### config.mk
export PLATFORM = sky130hd
export DESIGN_NAME = uart_transmit_cfg
export DESIGN_NICKNAME = d
export VERILOG_FILES = /design/src/rtl/uart_transmit_cfg.sv
export SDC_FILE = /design/constraint.sdc
export NUM_CORES = 1
export LEC_CHECK = 0
export BUFFER_PORTS_ARGS = -buffer_cell sky130_fd_sc_hd__clkbuf_2
export CORE_ASPECT_RATIO = 0.6
export CORE_UTILIZATION = 35
export DETAILED_ROUTE_END_ITERATION = 8
export PLACE_DENSITY = 0.55
export SYNTH_ARGS = -nofsm -noshare
export SYNTH_HDL_FRONTEND = slang
export SYNTH_SLANG_ARGS = --single-unit
### constraint.sdc
create_clock -name Clock -period 3.3 [get_ports Clock]
set_input_delay 0.33 -clock Clock [delete_from_list [all_inputs] [get_ports Clock]]
set_output_delay 0.33 -clock Clock [all_outputs]
set_load 0.02 [all_outputs]
### src/rtl/uart_transmit_cfg.sv
// UART transmitter with a configurable data width and runtime-selectable divisor,
// parity and stop-bit count. It can also generate a line break.
// Characters arrive over a ready/valid handshake and leave LSB-first on SOut.
module uart_transmit_cfg #(
    parameter int ClockFreq = 100_000_000,
    parameter int BaudRate  = 115_200,
    parameter int DataWidth = 8,
    parameter int DivWidth  = 16
) (
    input  logic                 Clock,
    input  logic                 ResetN,
    input  logic [DataWidth-1:0] DataIn,
    input  logic                 DataInValid,
    output logic                 DataInReady,
    input  logic [DivWidth-1:0]  BaudDiv,
    input  logic                 ParityEn,
    input  logic                 ParityOdd,
    input  logic                 TwoStop,
    input  logic                 SendBreak,
    output logic                 SOut,
    output logic                 TxDone,
    output logic                 Busy
);

    localparam int DefaultDiv = ClockFreq / BaudRate;
    // Longest frame is start + data + parity + two stops.
    localparam int FrameMax   = DataWidth + 4;
    localparam int CntW       = $clog2(FrameMax);

    // Refuse to build with a default divisor the divisor datapath cannot hold.
    if (DefaultDiv < 1 || longint'(DefaultDiv) >= (longint'(1) << DivWidth)) begin : g_bad_div
        $error("uart_transmit_cfg: DefaultDiv %0d does not fit in %0d bits", DefaultDiv, DivWidth);
    end
    if (DataWidth < 5 || DataWidth > 9) begin : g_bad_width
        $error("uart_transmit_cfg: DataWidth %0d outside 5..9", DataWidth);
    end

    typedef enum logic [1:0] {
        ST_IDLE,
        ST_FRAME,
        ST_BREAK,
        ST_BREAKEND
    } state_e;

    state_e                state_q, state_d;
    logic [FrameMax-1:0]   shift_q, shift_d;
    logic [DivWidth-1:0]   div_q, div_d;
    logic [DivWidth-1:0]   baud_cnt_q, baud_cnt_d;
    logic [CntW-1:0]       bit_cnt_q, bit_cnt_d;
    logic [CntW-1:0]       last_bit_q, last_bit_d;
    logic                  done_q, done_d;

    logic [DivWidth-1:0]   eff_div;
    logic [FrameMax-1:0]   frame_load;
    logic [CntW-1:0]       frame_last;
    logic                  baud_tick;

    // Effective divisor: 0 picks the build-time default, 1 is stretched to 2.
    always_comb begin
        eff_div = BaudDiv;
        if (BaudDiv == '0) begin
            eff_div = DivWidth'(DefaultDiv);
        end else if (BaudDiv == DivWidth'(1)) begin
            eff_div = DivWidth'(2);
        end
    end

    // Whole frame image, bit 0 first on the wire; unused upper bits stay 1 as stop bits.
    always_comb begin
        frame_load              = '1;
        frame_load[0]           = 1'b0;
        frame_load[DataWidth:1] = DataIn;
        if (ParityEn) begin
            frame_load[DataWidth+1] = (^DataIn) ^ ParityOdd;
        end
        frame_last = CntW'(DataWidth + 1) + CntW'(ParityEn) + CntW'(TwoStop);
    end

    assign baud_tick = (baud_cnt_q == div_q - DivWidth'(1));

    // State and datapath registers; reset forces the idle-high line immediately.
    always_ff @(posedge Clock or negedge ResetN) begin
        if (!ResetN) begin
            state_q    <= ST_IDLE;
            shift_q    <= '1;
            div_q      <= '0;
            baud_cnt_q <= '0;
            bit_cnt_q  <= '0;
            last_bit_q <= '0;
            done_q     <= 1'b0;
        end else begin
            state_q    <= state_d;
            shift_q    <= shift_d;
            div_q      <= div_d;
            baud_cnt_q <= baud_cnt_d;
            bit_cnt_q  <= bit_cnt_d;
            last_bit_q <= last_bit_d;
            done_q     <= done_d;
        end
    end

    // Next-state logic: accept/break decisions in idle, bit pacing in frame and break end.
    always_comb begin
        state_d    = state_q;
        shift_d    = shift_q;
        div_d      = div_q;
        baud_cnt_d = baud_cnt_q;
        bit_cnt_d  = bit_cnt_q;
        last_bit_d = last_bit_q;
        done_d     = 1'b0;

        case (state_q)
            ST_IDLE: begin
                // A pending character wins over a break request.
                if (DataInValid) begin
                    state_d    = ST_FRAME;
                    shift_d    = frame_load;
                    div_d      = eff_div;
                    baud_cnt_d = '0;
                    bit_cnt_d  = '0;
                    last_bit_d = frame_last;
                end else if (SendBreak) begin
                    state_d    = ST_BREAK;
                    div_d      = eff_div;
                    baud_cnt_d = '0;
                end
            end
            ST_FRAME: begin
                if (baud_tick) begin
                    baud_cnt_d = '0;
                    shift_d    = {1'b1, shift_q[FrameMax-1:1]};
                    if (bit_cnt_q == last_bit_q) begin
                        state_d   = ST_IDLE;
                        bit_cnt_d = '0;
                        done_d    = 1'b1;
                    end else begin
                        bit_cnt_d = bit_cnt_q + CntW'(1);
                    end
                end else begin
                    baud_cnt_d = baud_cnt_q + DivWidth'(1);
                end
            end
            ST_BREAK: begin
                if (!SendBreak) begin
                    state_d    = ST_BREAKEND;
                    baud_cnt_d = '0;
                end
            end
            ST_BREAKEND: begin
                // One bit time of mark after the break before taking new work.
                if (baud_tick) begin
                    state_d    = ST_IDLE;
                    baud_cnt_d = '0;
                end else begin
                    baud_cnt_d = baud_cnt_q + DivWidth'(1);
                end
            end
            default: begin
                state_d = ST_IDLE;
            end
        endcase
    end

    // Line level is decoded from state so reset drives it high without a clock.
    always_comb begin
        SOut = 1'b1;
        case (state_q)
            ST_FRAME: SOut = shift_q[0];
            ST_BREAK: SOut = 1'b0;
            default:  SOut = 1'b1;
        endcase
    end

    assign DataInReady = (state_q == ST_IDLE);
    assign Busy        = ~DataInReady;
    assign TxDone      = done_q;

endmodule

==> results.tsv <==
metric	value	unit
period_share	93.8	%
cts_setup_buffers	0	
numCtsBuffers	5	
ant_nets	0	
clock_sinks	52	
seqPwrFrac	46.8	%
start_util	36.3	%
synth-seq-cells	52	
finalNetCount	419	
endpoint_kind	flip-flop	
synth-simple-area-share	24.0	%
clock_skew	9.12	ps
slew_viol_final	0	
io_buffers	34	
postSynthCellCount	347	
synth_top_family_by_area	simple AND/OR/NAND/NOR gates	
crit_path_cell_trace	or4_1 -> nor4_4 -> xor2_1 -> o31ai_1 -> o22a_2 -> or4b_4 -> nand2_4 -> o311ai_1	
crit_fanout	8	
drt_first_pass_iters	4	
die-area	9300	µm²
cp-start-kind	flip-flop	
p_int	1230	µW
n_antenna_cell	0	
synth-async-reset-ratio	100	%
critPathMaxStageDelay	700	ps
root_buffer	clkbuf_16	
ir_drop	0.193	mV
synth_nets	382	
min_period	3100	ps
power_frac_comb	19.8	%
cts_tree	yes	
seq_area_frac_synth	42.1	%
drcViolationCount	0	
maxCapViolCount	0	
slew_headroom	33.6	%
synthToLayoutAreaGrowth	16.1	%
dp_hpwl	5680	µm
synth-edff-count	0	
worst-setup-path-type	reg2reg	
cp_top_family	simple AND/OR/NAND/NOR gates	
timing.fmax	323	MHz
antenna_found_initial	0	
ys_warn_count	0	
fp.coreArea	8590	µm²
syn_area	3120	µm²
synth_xor_area_share	7.58	%
cp_slowest_cell	or4_1	
tns	0	ps
cp.required	3460	ps
first_global_vias	2284	
clkLatencyLatePin	290	ps
instances_no_fill	497	
synth_cell_types	51	
syn_area_per_cell	8.99	µm²
cp.arrival	3260	ps
routed_wl	7460	µm
grt_pass1_wl	12200	µm
tightest_slew	996	ps
power_frac_clock	33.3	%
power_leakage	0.00154	µW
muxShareOfSynthArea	1.93	%
min_path_type	in2async	
track_usage	17.5	%
setup_violations	0	
synth-compound-area-share	18.6	%
drt_first_iter_violations	179	
synth-adder-area-share	1.61	%
overflow	0	
switching_share	29.7	%
routedWlPerCell	15.0	µm
rsz0062_at_grt	no	
hold_viol_final	0	
clk_path_buf_depth	2	
fp.dieH	75.1	µm
yosys_most_used_dff	dfrtp_1	
dp.cells	489	
path_clk_slew	70	ps
power_per_cell_area	484	nW/µm²
outcome	finished, final reports clean	
switching_power	520	µW
crit_buf_inv	0	
grt_max_degree	40	
hold_ws	192	ps
chipWidth	124	µm
h-tree-depth	2	
place.gp.congestion	0.861	
viasPerCell	5.26	
io_pins	35	
floorplan.rows	26	
num_vias	2613	
drive_gt1_share	18.4	%
[routing by layer]
metal / vias to the layer above / part of all wire, % / GRT usage [%] / wire length [µm]
li1: 1331 / - / - / -
met1: 1216 / 56 / 29.0 / 4180
met2: 59 / 37 / 21.8 / 2730
met3: 7 / 6.8 / 4.09 / 505
met4: 0 / 0.59 / 3.75 / 44
met5: - / 0 / 0 / 0
[path summary, 6_finish.rpt]
kind	slack, ps	start	depth (start not counted)	endpoint
max	200	div_q[4]	8	baud_cnt_q[9]
min in group Clock	240	BaudDiv[13]	3	div_q[13]
min reg2reg	480	shift_q[9]	2	shift_q[9]
min	190	ResetN	1	baud_cnt_q[4]
max in group asynchronous	2270	ResetN	2	shift_q[1]
max reg2reg	200	div_q[4]	8	baud_cnt_q[9]
[kinds of logic (layout without fill, tap and decap cells)]
logic type      count (synthesis)  count (layout)
buf+inv                        31              69
compound gates                 82              82
mux                             6               6
simple gates                  145             145
fa+ha+maj                       4               4
flops                          52              52
xor+xnor                       27              27
[repair_timing]
| action | 4_1_cts | 5_1_grt |
|---|---|---|
| hold buffers | 0 | 0 |
| endpoints found under the setup margin | 0 | 12 |
| resized for setup | 0 | 2 |
[metrics by stage]
stage	setup slack, ps	cell area (µm²)	utilization (%)	power, µW
CTS	166	3610	42.0	1770
global route	33.7	3620	42.1	1870
global placement	290	3440	40.1	1170
finish	204	3620	42.1	1750
detailed placement	186	3440	40.1	1180
floorplan	430	3120	-	1050
[placed cells by master (no fill, tap or decap), drive strengths merged, types with 11 or more instances in the layout]
cell / n
o22a: 13
nand2: 45
o21ai: 18
xnor2: 17
nand3: 24
inv: 16
nor2: 21
dfrtp: 42
a21oi: 11
buf: 11
clkbuf: 40
[cell usage after synthesis (6+ instances only)]
cell type	n	area, µm²
o22a_1	12	105
nand2_1	44	165
xnor2_1	17	149
xor2_1	10	87.6
nor2b_1	6	37.5
mux2i_1	6	60.1
clkbuf_1	10	37.5
o21ai_0	15	75.1
nand3_1	24	120
o311ai_1	7	61.3
o21a_1	7	52.6
nor2_1	21	78.8
a21oi_1	11	55.1
or3_1	9	56.3
dfstp_2	10	263
inv_1	16	60.1
dfrtp_1	42	1050
nor4_1	8	50.1
a22o_1	7	61.3
nor3_1	10	50.1
[state kept, by name, summed over array words and instances, names as in the netlist]
name        count
TxDone          1
baud_cnt_q     16
last_bit_q      3
div_q          16
shift_q        10
state_q         2
bit_cnt_q       4
[power by group through the flow]
stage	clock network [µW]	registers, µW	logic, µW
final	584	820	347
after global routing	633	836	397
after CTS	599	820	349
after detailed placement	0	830	347
after global placement	0	829	343
after floorplan	0	788	261
[final cells by class]
cell class | instances | area (µm²)
multi-input cells | 264 | 1690
clock buffers | 6 | 129
fillers | 872 | 4970
flip-flops and latches | 52 | 1310
well taps | 112 | 140
repair buffers | 45 | 253
inverters | 16 | 60.1
clock inverters | 2 | 35.0
(Power assumes the default switching activity.)
